===== src/rtl/trap_pkg.sv =====
// trap_pkg: shared cause codes, FSM encoding, pc_sel encodings and mstatus bit indices
package trap_pkg;

    localparam logic [3:0] EXC_IF_MISALIGN = 4'd0;
    localparam logic [3:0] EXC_ILLEGAL     = 4'd2;
    localparam logic [3:0] EXC_EBREAK      = 4'd3;
    localparam logic [3:0] EXC_LD_MISALIGN = 4'd4;
    localparam logic [3:0] EXC_ST_MISALIGN = 4'd6;
    localparam logic [3:0] EXC_ECALL       = 4'd11;
    localparam logic [3:0] IRQ_MSI         = 4'd3;
    localparam logic [3:0] IRQ_MTI         = 4'd7;
    localparam logic [3:0] IRQ_MEI         = 4'd11;

    typedef enum logic [1:0] {
        ST_IDLE  = 2'd0,
        ST_TRAP  = 2'd1,
        ST_RET   = 2'd2,
        ST_DRAIN = 2'd3
    } state_e;

    localparam logic [1:0] PC_SEL_NORMAL = 2'b00;
    localparam logic [1:0] PC_SEL_TRAP   = 2'b01;
    localparam logic [1:0] PC_SEL_MEPC   = 2'b10;

    localparam int MSTATUS_MIE_BIT  = 3;
    localparam int MSTATUS_MPIE_BIT = 7;

endpackage


===== src/rtl/trap_ctrl_if.sv =====
// trap_ctrl_if: pipeline/CSR-side signals of the trap sequencer; slave = trap_ctrl, master = its driver
interface trap_ctrl_if;
    logic        instr_valid_in;
    logic [31:0] pc_in;
    logic [5:0]  exc_req_in;
    logic [2:0]  irq_pend_in;
    logic [2:0]  irq_en_in;
    logic        mret_in;
    logic        csr_wr_en_in;
    logic [11:0] csr_addr_in;
    logic [31:0] data_wr_in;
    logic        int_or_exc_out;
    logic [3:0]  cause_out;
    logic        mepc_wr_en_out;
    logic [31:0] mepc_out;
    logic        mcause_wr_en_out;
    logic [1:0]  pc_sel_out;
    logic        flush_out;
    logic        stall_out;
    logic        mstatus_mie_out;
    logic        mstatus_mpie_out;

    modport master (
        output instr_valid_in, pc_in, exc_req_in, irq_pend_in, irq_en_in, mret_in,
               csr_wr_en_in, csr_addr_in, data_wr_in,
        input  int_or_exc_out, cause_out, mepc_wr_en_out, mepc_out, mcause_wr_en_out,
               pc_sel_out, flush_out, stall_out, mstatus_mie_out, mstatus_mpie_out
    );

    modport slave (
        input  instr_valid_in, pc_in, exc_req_in, irq_pend_in, irq_en_in, mret_in,
               csr_wr_en_in, csr_addr_in, data_wr_in,
        output int_or_exc_out, cause_out, mepc_wr_en_out, mepc_out, mcause_wr_en_out,
               pc_sel_out, flush_out, stall_out, mstatus_mie_out, mstatus_mpie_out
    );
endinterface


===== src/rtl/trap_prio_enc.sv =====
// trap_prio_enc: picks the winning trap; exceptions beat interrupts, interrupts gated by MIE
module trap_prio_enc
    import trap_pkg::*;
(
    input  logic [5:0] exc_req_i,
    input  logic [2:0] irq_i,
    input  logic       mie_i,
    output logic       take_o,
    output logic       int_or_exc_o,
    output logic [3:0] cause_o
);

    logic exc_any;
    logic irq_any;

    // fixed-priority selection; exc_req bits are {st, ld, ecall, ebreak, illegal, if}
    always_comb begin
        exc_any      = |exc_req_i;
        irq_any      = mie_i & (|irq_i);
        take_o       = exc_any | irq_any;
        int_or_exc_o = ~exc_any & irq_any;
        cause_o      = exc_req_i[0] ? EXC_IF_MISALIGN :
                       exc_req_i[1] ? EXC_ILLEGAL     :
                       exc_req_i[2] ? EXC_EBREAK      :
                       exc_req_i[3] ? EXC_ECALL       :
                       exc_req_i[4] ? EXC_LD_MISALIGN :
                       exc_req_i[5] ? EXC_ST_MISALIGN :
                       irq_i[2]     ? IRQ_MEI         :
                       irq_i[0]     ? IRQ_MSI         :
                       irq_i[1]     ? IRQ_MTI         : 4'd0;
    end

endmodule


===== src/rtl/trap_ctrl.sv =====
// trap_ctrl: machine-mode trap entry / mret sequencer owning mstatus MIE/MPIE
// Optional: define TRAP_COUNT_EN to add trap_cnt_out, a saturating count of trap entries.
module trap_ctrl
    import trap_pkg::*;
#(
    parameter logic [11:0] MSTATUS    = 12'h300,
    parameter logic        MIE_RESET  = 1'b0,
    parameter logic        MPIE_RESET = 1'b0
) (
    input  logic        clock,
    input  logic        rst_n_in,
    trap_ctrl_if.slave  bus
`ifdef TRAP_COUNT_EN
    ,
    output logic [31:0] trap_cnt_out
`endif
);

    state_e      state_q;
    logic        mie_q;
    logic        mpie_q;
    logic        int_or_exc_q;
    logic [3:0]  cause_q;
    logic [31:0] mepc_q;
    logic        trap_wr_q;
    logic [1:0]  pc_sel_q;
    logic        busy_q;
    logic        take;
    logic        int_or_exc_d;
    logic [3:0]  cause_d;
    logic        trap_go;
    logic        csr_hit;
`ifdef TRAP_COUNT_EN
    logic [31:0] trap_cnt_q;
`endif

    trap_prio_enc u_prio (
        .exc_req_i    (bus.exc_req_in),
        .irq_i        (bus.irq_pend_in & bus.irq_en_in),
        .mie_i        (mie_q),
        .take_o       (take),
        .int_or_exc_o (int_or_exc_d),
        .cause_o      (cause_d)
    );

    // trap decisions are only made at an instruction boundary in IDLE
    always_comb begin
        trap_go = (state_q == ST_IDLE) & bus.instr_valid_in & take;
        csr_hit = (state_q == ST_IDLE) & bus.csr_wr_en_in & (bus.csr_addr_in == MSTATUS) & ~trap_go;
    end

    // sequencer FSM with registered strobes; a coincident trap overrides an mstatus write
    always_ff @(posedge clock or negedge rst_n_in) begin
        if (!rst_n_in) begin
            state_q      <= ST_IDLE;
            mie_q        <= MIE_RESET;
            mpie_q       <= MPIE_RESET;
            int_or_exc_q <= 1'b0;
            cause_q      <= 4'd0;
            mepc_q       <= 32'd0;
            trap_wr_q    <= 1'b0;
            pc_sel_q     <= PC_SEL_NORMAL;
            busy_q       <= 1'b0;
        end else begin
            if (csr_hit) begin
                mie_q  <= bus.data_wr_in[MSTATUS_MIE_BIT];
                mpie_q <= bus.data_wr_in[MSTATUS_MPIE_BIT];
            end
            case (state_q)
                ST_IDLE: begin
                    if (trap_go) begin
                        state_q      <= ST_TRAP;
                        int_or_exc_q <= int_or_exc_d;
                        cause_q      <= cause_d;
                        mepc_q       <= bus.pc_in;
                        trap_wr_q    <= 1'b1;
                        pc_sel_q     <= PC_SEL_TRAP;
                        busy_q       <= 1'b1;
                    end else if (bus.instr_valid_in && bus.mret_in) begin
                        state_q  <= ST_RET;
                        pc_sel_q <= PC_SEL_MEPC;
                        busy_q   <= 1'b1;
                    end
                end
                ST_TRAP: begin
                    state_q   <= ST_DRAIN;
                    trap_wr_q <= 1'b0;
                    pc_sel_q  <= PC_SEL_NORMAL;
                    mpie_q    <= mie_q;
                    mie_q     <= 1'b0;
                end
                ST_RET: begin
                    state_q  <= ST_DRAIN;
                    pc_sel_q <= PC_SEL_NORMAL;
                    mie_q    <= mpie_q;
                    mpie_q   <= 1'b1;
                end
                default: begin
                    state_q <= ST_IDLE;
                    busy_q  <= 1'b0;
                end
            endcase
        end
    end

`ifdef TRAP_COUNT_EN
    // saturating count of IDLE->TRAP transitions
    always_ff @(posedge clock or negedge rst_n_in) begin
        if (!rst_n_in)
            trap_cnt_q <= 32'd0;
        else if (trap_go && trap_cnt_q != 32'hFFFF_FFFF)
            trap_cnt_q <= trap_cnt_q + 32'd1;
    end

    assign trap_cnt_out = trap_cnt_q;
`endif

    assign bus.int_or_exc_out   = int_or_exc_q;
    assign bus.cause_out        = cause_q;
    assign bus.mepc_wr_en_out   = trap_wr_q;
    assign bus.mcause_wr_en_out = trap_wr_q;
    assign bus.mepc_out         = mepc_q;
    assign bus.pc_sel_out       = pc_sel_q;
    assign bus.flush_out        = busy_q;
    assign bus.stall_out        = busy_q;
    assign bus.mstatus_mie_out  = mie_q;
    assign bus.mstatus_mpie_out = mpie_q;

endmodule


===== src/flat_wrapper.sv =====
// flat-port wrapper written by rule: the top's interface ports become plain ports
module trap_ctrl_flat import trap_pkg::*;
#(
    parameter logic [11:0] MSTATUS    = 12'h300,
    parameter logic        MIE_RESET  = 1'b0,
    parameter logic        MPIE_RESET = 1'b0
)
  (clock, rst_n_in, bus_instr_valid_in, bus_pc_in, bus_exc_req_in, bus_irq_pend_in, bus_irq_en_in, bus_mret_in, bus_csr_wr_en_in, bus_csr_addr_in, bus_data_wr_in, bus_int_or_exc_out, bus_cause_out, bus_mepc_wr_en_out, bus_mepc_out, bus_mcause_wr_en_out, bus_pc_sel_out, bus_flush_out, bus_stall_out, bus_mstatus_mie_out, bus_mstatus_mpie_out);
  trap_ctrl_if bus_i ();
  input  logic clock;
  input  logic rst_n_in;
  input wire logic [$bits(bus_i.instr_valid_in)-1:0] bus_instr_valid_in;
  input wire logic [$bits(bus_i.pc_in)-1:0] bus_pc_in;
  input wire logic [$bits(bus_i.exc_req_in)-1:0] bus_exc_req_in;
  input wire logic [$bits(bus_i.irq_pend_in)-1:0] bus_irq_pend_in;
  input wire logic [$bits(bus_i.irq_en_in)-1:0] bus_irq_en_in;
  input wire logic [$bits(bus_i.mret_in)-1:0] bus_mret_in;
  input wire logic [$bits(bus_i.csr_wr_en_in)-1:0] bus_csr_wr_en_in;
  input wire logic [$bits(bus_i.csr_addr_in)-1:0] bus_csr_addr_in;
  input wire logic [$bits(bus_i.data_wr_in)-1:0] bus_data_wr_in;
  output wire logic [$bits(bus_i.int_or_exc_out)-1:0] bus_int_or_exc_out;
  output wire logic [$bits(bus_i.cause_out)-1:0] bus_cause_out;
  output wire logic [$bits(bus_i.mepc_wr_en_out)-1:0] bus_mepc_wr_en_out;
  output wire logic [$bits(bus_i.mepc_out)-1:0] bus_mepc_out;
  output wire logic [$bits(bus_i.mcause_wr_en_out)-1:0] bus_mcause_wr_en_out;
  output wire logic [$bits(bus_i.pc_sel_out)-1:0] bus_pc_sel_out;
  output wire logic [$bits(bus_i.flush_out)-1:0] bus_flush_out;
  output wire logic [$bits(bus_i.stall_out)-1:0] bus_stall_out;
  output wire logic [$bits(bus_i.mstatus_mie_out)-1:0] bus_mstatus_mie_out;
  output wire logic [$bits(bus_i.mstatus_mpie_out)-1:0] bus_mstatus_mpie_out;
  assign bus_i.instr_valid_in = bus_instr_valid_in;
  assign bus_i.pc_in = bus_pc_in;
  assign bus_i.exc_req_in = bus_exc_req_in;
  assign bus_i.irq_pend_in = bus_irq_pend_in;
  assign bus_i.irq_en_in = bus_irq_en_in;
  assign bus_i.mret_in = bus_mret_in;
  assign bus_i.csr_wr_en_in = bus_csr_wr_en_in;
  assign bus_i.csr_addr_in = bus_csr_addr_in;
  assign bus_i.data_wr_in = bus_data_wr_in;
  assign bus_int_or_exc_out = bus_i.int_or_exc_out;
  assign bus_cause_out = bus_i.cause_out;
  assign bus_mepc_wr_en_out = bus_i.mepc_wr_en_out;
  assign bus_mepc_out = bus_i.mepc_out;
  assign bus_mcause_wr_en_out = bus_i.mcause_wr_en_out;
  assign bus_pc_sel_out = bus_i.pc_sel_out;
  assign bus_flush_out = bus_i.flush_out;
  assign bus_stall_out = bus_i.stall_out;
  assign bus_mstatus_mie_out = bus_i.mstatus_mie_out;
  assign bus_mstatus_mpie_out = bus_i.mstatus_mpie_out;
  trap_ctrl #(.MSTATUS(MSTATUS), .MIE_RESET(MIE_RESET), .MPIE_RESET(MPIE_RESET)) u_core (.clock(clock), .rst_n_in(rst_n_in), .bus(bus_i));
endmodule

===== config.mk =====
export PLATFORM = sky130hd
export DESIGN_NAME = trap_ctrl_flat
export DESIGN_NICKNAME = d
export VERILOG_FILES = /design/src/rtl/trap_pkg.sv /design/src/rtl/trap_ctrl_if.sv /design/src/rtl/trap_prio_enc.sv /design/src/rtl/trap_ctrl.sv /design/src/flat_wrapper.sv
export SDC_FILE = /design/constraint.sdc
export NUM_CORES = 1
export LEC_CHECK = 0
export ABC_AREA = 0
export BUFFER_PORTS_ARGS = -buffer_cell sky130_fd_sc_hd__clkbuf_2
export CAP_MARGIN = 20
export CORE_ASPECT_RATIO = 0.9
export CORE_UTILIZATION = 43
export CTS_BUF_LIST = sky130_fd_sc_hd__clkbuf_4 sky130_fd_sc_hd__clkbuf_8
export DETAILED_ROUTE_END_ITERATION = 10
export PLACE_DENSITY = 0.82
export SYNTH_ARGS = -nofsm -noshare
export SYNTH_HDL_FRONTEND = slang
export SYNTH_HIERARCHICAL = 1
export SYNTH_SLANG_ARGS = --single-unit

===== constraint.sdc =====
create_clock -name clock -period 1.7 [get_ports clock]
set_input_delay 0.17 -clock clock [delete_from_list [all_inputs] [get_ports clock]]
set_output_delay 0.17 -clock clock [all_outputs]
set_load 0.01 [all_outputs]

# Yosys cells after proc, flatten, opt, wreduce, memory -nomap -nowiden

Index checks and enable logic that the tools add are counted.

Register bits: 45
Latch bits: 0
RAM bits: 0
Bits in read-only memories: 0
Bits of input ports: 93
Output and inout bits: 45
Logic and storage cells: 60
Memories kept: 0

Add/sub/neg operators: 0
Multiply operators: 0
Div/mod/pow operators: 0
$lt $le $gt $ge: 0
Equal/unequal tests: 5
Shift operators: 0
Multiplexer cells: 22
Bitwise logic cells: 12
Reduce and logical (&&, ||, !) cells: 12

Operator list:

| cell                                                                    | number |
|---|---|
| 4-bit 2-to-1 mux                                                        | 7 |
| 12-bit by 10-bit equality test with 1-bit output, second input constant | 1 |
| 1-bit case mux with 2 select lines                                      | 4 |
| 2-bit case mux with 2 select lines                                      | 2 |
| 2-bit AND reduction                                                     | 4 |
| 1-bit AND                                                               | 7 |
| 3-bit 2-to-1 mux                                                        | 2 |
| 6-bit OR reduction                                                      | 1 |
| 1-bit 2-to-1 mux                                                        | 5 |
| 2-bit 2-to-1 mux                                                        | 2 |
| 2-bit nonzero test                                                      | 2 |
| 3-bit AND                                                               | 1 |
| 3-bit by 2-bit inequality test with 1-bit output, second input constant | 1 |
| 1-bit inverter                                                          | 3 |
| 3-bit nonzero test                                                      | 1 |
| 3-bit OR reduction                                                      | 1 |
| 2-bit by 1-bit equality test with 1-bit output, second input constant   | 1 |
| 2-bit equality test, second input constant                              | 1 |
| 2-bit logical NOT                                                       | 1 |
| 2-bit by 1-bit inequality test with 1-bit output, second input constant | 1 |
| 2-bit OR reduction                                                      | 1 |
| 1-bit logical AND                                                       | 1 |
| 1-bit OR                                                                | 1 |

# Longest topological paths before layout

Word-level depth: 10
Mapped depth: 8

# By module

The synthesis kept the hierarchy.

Modules (own cells, without submodules):

| module        | times used | cells each | area each (um2) | sequential area each (um2) |
|---|---|---|---|---|
| trap_ctrl     | 1          | 213        | 1918.1          | 1126.1 |
| trap_prio_enc | 1          | 17         | 122.6           | 0.0 |

# Least setup slack after synthesis

OpenSTA, ideal clock, no wires.

Path kind: input to register
Start point: in bus_irq_pend_in[0]
End point: reg u_core.mie_q (netlist: u_core/bus.mstatus_mie_out)
Library setup time: 0.125 ns
Arrival time: 1.629 ns
Required time: 1.575 ns
Setup slack: -0.054 ns
Stages: 7
Cells stage by stage: and2_1 > o31ai_1 > nand4_1 > a21boi_2 > nand4_1 > o21ai_2 > mux2_2

Cells in the longest elaborated chain, start to end: 8

Ends and longest elaborated chain:

| element                             | RTL line            | text |
|---|---|---|
| start, declared                     | flat_wrapper.sv:15  | `input wire logic [$bits(bus_i.irq_pend_in)-1:0] bus_irq_pend_in;` |
| 3-bit AND                           | trap_ctrl.sv:39     | `.irq_i (bus.irq_pend_in & bus.irq_en_in),` |
| 3-bit OR reduction                  | trap_prio_enc.sv:19 | `irq_any = mie_i & (\|irq_i);` |
| 1-bit AND                           | trap_prio_enc.sv:19 |  |
| 1-bit OR                            | trap_prio_enc.sv:20 | `take_o = exc_any \| irq_any;` |
| net u_core.take                     | trap_ctrl.sv:28     | `logic take;` |
| 1-bit AND                           | trap_ctrl.sv:48     | `trap_go = (state_q == ST_IDLE) & bus.instr_valid_in & take;` |
| 1-bit inverter                      | trap_ctrl.sv:49     | `csr_hit = (state_q == ST_IDLE) & bus.csr_wr_en_in & (bus.csr_addr_in == MSTATUS) & ~trap_go;` |
| 1-bit AND                           | trap_ctrl.sv:49     |  |
| 3-bit nonzero test (no source line) | -                   |  |
| end signal, assigned                | trap_ctrl.sv:66     | `mie_q <= bus.data_wr_in[MSTATUS_MIE_BIT];` |
| end signal, assigned                | trap_ctrl.sv:95     | `mie_q <= mpie_q;` |
| end, declared                       | trap_ctrl.sv:20     | `logic mie_q;` |

The timed path passes the listed nets, and every way through them passes these cells.
A chain may end at the register's enable or synchronous reset.

# Final worst setup path

Start point: reg u_core.mie_q (netlist: u_core/bus.mstatus_mie_out)
End point: reg u_core.mie_q (netlist: u_core/bus.mstatus_mie_out)

Cells in the longest elaborated chain, start to end: 6

Ends and longest elaborated chain:

| element                             | RTL line |
|---|---|
| 1-bit AND                           | trap_prio_enc.sv:19 |
| 1-bit OR                            | trap_prio_enc.sv:20 |
| net u_core.take                     | trap_ctrl.sv:28 |
| 1-bit AND                           | trap_ctrl.sv:48 |
| 1-bit inverter                      | trap_ctrl.sv:49 |
| 1-bit AND                           | trap_ctrl.sv:49 |
| 3-bit nonzero test (no source line) | - |

The timed path passes the listed nets, and every way through them passes these cells.

==> flow_metrics.env <==
export IMPL_rsz0062_at_grt="yes"
export IMPL_floorplan_initialDensity_pct=45.17
export IMPL_p_int_mw=2.878
export IMPL_slew_headroom_pct=76.03
export IMPL_yosys_area_top_type="dfrtp_1"
export IMPL_clk_pin_slew_ps=80
export IMPL_max_slew_worst_pin_slew_ps=359.6
export IMPL_rows=23
export IMPL_synth_commonest_cells="nand2_1, dfrtp_1, nor2_1, buf_2"
export IMPL_setup_viol=0
export IMPL_fin_total_pwr_mw=4.673
export IMPL_hold_class="in2reg"
export IMPL_ys_warn_count=6
export IMPL_syn_avg_cell_area_um2=8.873
export IMPL_ff2ff_path_depth=6
export IMPL_crit_path_max_fanout=4
export IMPL_dp_slack_ps=-190.3
export IMPL_outcome="complete, no violations"
export IMPL_finalWorstSetupSlack_ps=12.37
export IMPL_dr_pass1_iters=4
export IMPL_routed_wl_mm=4.600
export IMPL_skew_ps=3.740
export IMPL_die_x_um=74.62
export IMPL_dp_final_hpwl_mm=3.581
export IMPL_cts_tree="built"
export IMPL_area_growth_syn_to_layout_pct=40.28
export IMPL_seq_area_um2=1126
export IMPL_slowest_delay_ps=420
export IMPL_layout_drive_gt1_share_pct=41.71
export IMPL_routed_via_count=1901
export IMPL_max_freq_mhz=592.5
export IMPL_cts_htree_levels=2
export IMPL_period_needed_ps=1688
export IMPL_synth_area_leaders="dfrtp_1, nand2_1, ha_1, buf_2, nor2_1"
export IMPL_startpoint="u_core/bus.mstatus_mie_out"
export IMPL_power_frac_comb_pct=47.5
export IMPL_core_um2=4518
export IMPL_insertion_delay_ps=280
export IMPL_seqPwrFrac_pct=39.1
export IMPL_critPathSlowestCell="dfrtp_1"
export IMPL_synth_edf_count=0
export IMPL_first_global_vias=1721
export IMPL_ant_nets=0
export IMPL_worst_setup_path_start_kind="flop"
export IMPL_antenna_found_initial=0
export IMPL_ys_seq_area_share_pct=55.18
export IMPL_grt_pass1_wl_mm=7.155
export IMPL_hold_violations=0
export IMPL_drc_errors=0
export IMPL_final_nets=446
export IMPL_cp_endpoint="u_core/bus.mstatus_mie_out"
export IMPL_cts_sinks=45
export IMPL_cp_end_kind="flop"
export IMPL_crit_chain="o31ai_4 -> nand4_1 -> a21boi_4 -> nand4_1 -> o21ai_2 -> mux2_4"
export IMPL_cts_buffer_depth=2
export IMPL_die_h_um=67.36
export IMPL_pin_count=138
export IMPL_p_sw_share_pct=38.41
export IMPL_grt_max_degree=23
export IMPL_overflow=0
export IMPL_mappedNetlistArea_um2=2041
export IMPL_synth_top_cell_area_share_pct=55.18
export IMPL_n_antenna_cell=0
export IMPL_synth_flop_cell="dfrtp_1"
export IMPL_multi_input_area_um2=859.6
export IMPL_hp_start="bus_pc_in[6]"
export IMPL_clockPowerShare_pct=13.4
export IMPL_ys_ff_latch=45
export IMPL_cts_root_buf="clkbuf_8"
export IMPL_dieArea_um2=5026
export IMPL_synth_most_common_cell="nand2_1"
export IMPL_rr_endpoint="u_core/bus.mstatus_mie_out"
export IMPL_wl_per_cell_um=11.17
export IMPL_drt_iter0_drc=42
export IMPL_grt_usage_pct=18.60
export IMPL_fillers=420
export IMPL_peakVddDrop_uv=814.0
export IMPL_async_reset_ff_share_pct=100.0
export IMPL_setup_reg_to_reg_worst_slack_ps=10
export IMPL_io_buffers=107
export IMPL_ys_types=34
export IMPL_r2r_start="u_core/bus.mstatus_mie_out"
export IMPL_maxCapViolCount=0
export IMPL_worst_ep_required_time_ps=1870
export IMPL_arrival_ps=1860
export IMPL_switchingPower_mw=1.795
export IMPL_place_gp_congestion=0.7635
export IMPL_path_common_cell="nand4_1"
export IMPL_placedCellCount=403
export IMPL_vias_per_cell=4.614
export IMPL_drv_slew=0
export IMPL_fin_cells=412
export IMPL_syn_nets=327
export IMPL_powerDensity_nw_per_um2=1632
export IMPL_fin_crit_sh_pct=99.27
export IMPL_synthCells=230
export IMPL_fin_setup_tns_ps=0
export IMPL_crit_type="reg2reg"
export IMPL_cts_buffers=5
export IMPL_cellLeakagePower_nw=1.642
## cell families (layout without fill, tap and decap cells)
group	after synthesis	in the layout	share of synthesized area, %
adder cells (fa/ha/maj)	4	4	2.453
AND/OR/NAND/NOR	143	143	29.37
AO/OA/AOI/OAI	19	19	7.542
buffers and inverters	17	137	4.352
flip-flops	45	45	55.18
multiplexers	2	2	1.104
## routing by layer
layer | track usage, % | share of wire [%] | vias to the layer above
met5 | 0 | 0 | -
met4 | 3.538 | 0.28 | 0
met3 | 4.776 | 5.9 | 2
met2 | 32.88 | 48 | 66
met1 | 23.02 | 45 | 861
li1 | - | - | 972
## metrics by stage
stage	hold slack, ps	utilization [%]	instance area [um2]
after floorplan	-125.6	-	2067
after global placement	44.28	61.06	2759
after detailed placement	48.97	61.06	2759
after CTS	58.14	63.20	2855
after global routing	61.73	63.36	2863
final	68.71	63.36	2863
## final cells by class
type	count	area share, %
repair buffers	125	24.39
flip-flops and latches	45	39.34
multi-input cells	168	30.03
clock buffers	6	2.666
well taps	62	2.710
clock inverters	2	0.3496
inverters	4	0.5245
## cell usage in the layout (no fill, tap or decap), types with 4 or more instances in the layout
| master | synthesis | layout |
|---|---|---|
| dfrtp_1 | 45 | 45 |
| inv_1 | 4 | 4 |
| o21ai_0 | 4 | 4 |
| buf_4 | 2 | 15 |
| nor2_1 | 10 | 10 |
| ha_1 | 4 | 4 |
| clkbuf_2 | 0 | 107 |
| nand2_1 | 114 | 114 |
| clkbuf_8 | 0 | 5 |
## flip-flops by register name (all words and copies together), names as in the netlist
name	cells
u_core/bus.mepc_out	32
u_core/bus.cause_out	4
u_core/bus.pc_sel_out	2
u_core/state_q	2
u_core/bus.flush_out	1
u_core/bus.int_or_exc_out	1
u_core/bus.mcause_wr_en_out	1
u_core/bus.mstatus_mie_out	1
u_core/bus.mstatus_mpie_out	1
## power groups by stage
| stage | clock (mW) | combinational [mW] | sequential [mW] |
|---|---|---|---|
| finish | 0.626 | 2.22 | 1.83 |
| floorplan | 0 | 1.10 | 2.06 |
| global placement | 0 | 2.15 | 1.83 |
| detailed placement | 0 | 2.24 | 1.84 |
| global route | 0.698 | 2.50 | 1.90 |
| CTS | 0.661 | 2.24 | 1.83 |
## critical path, delay by kind of cell, from the launching register on
family | cells | cell delay [ps]
AO/OA/AOI/OAI | 3 | 500
flip-flops | 1 | 420
multiplexers | 1 | 310
AND/OR/NAND/NOR | 2 | 340
## repair_timing
| item | 4_1_cts | 5_1_grt |
|---|---|---|
| endpoints found under the setup margin | 2 | 2 |
| pin swaps | 3 | 0 |
| hold endpoints to repair | 9 | 0 |
| hold buffers | 1 | 0 |
| gates cloned | 0 | 0 |
| buffers inserted | 0 | 0 |
| resized for setup | 0 | 1 |
## worst min path at each step
stage | to | cells after the start
6_report | u_core/bus.mepc_out[6] | 3
5_1_grt | u_core/bus.mepc_out[2] | 3
4_1_cts | u_core/bus.mepc_out[21] | 3
3_5_place_dp | u_core/bus.mepc_out[23] | 1
3_3_place_gp | u_core/bus.mepc_out[23] | 1
2_1_floorplan | u_core/bus.cause_out[0] | 0
(Power assumes the default switching activity.)
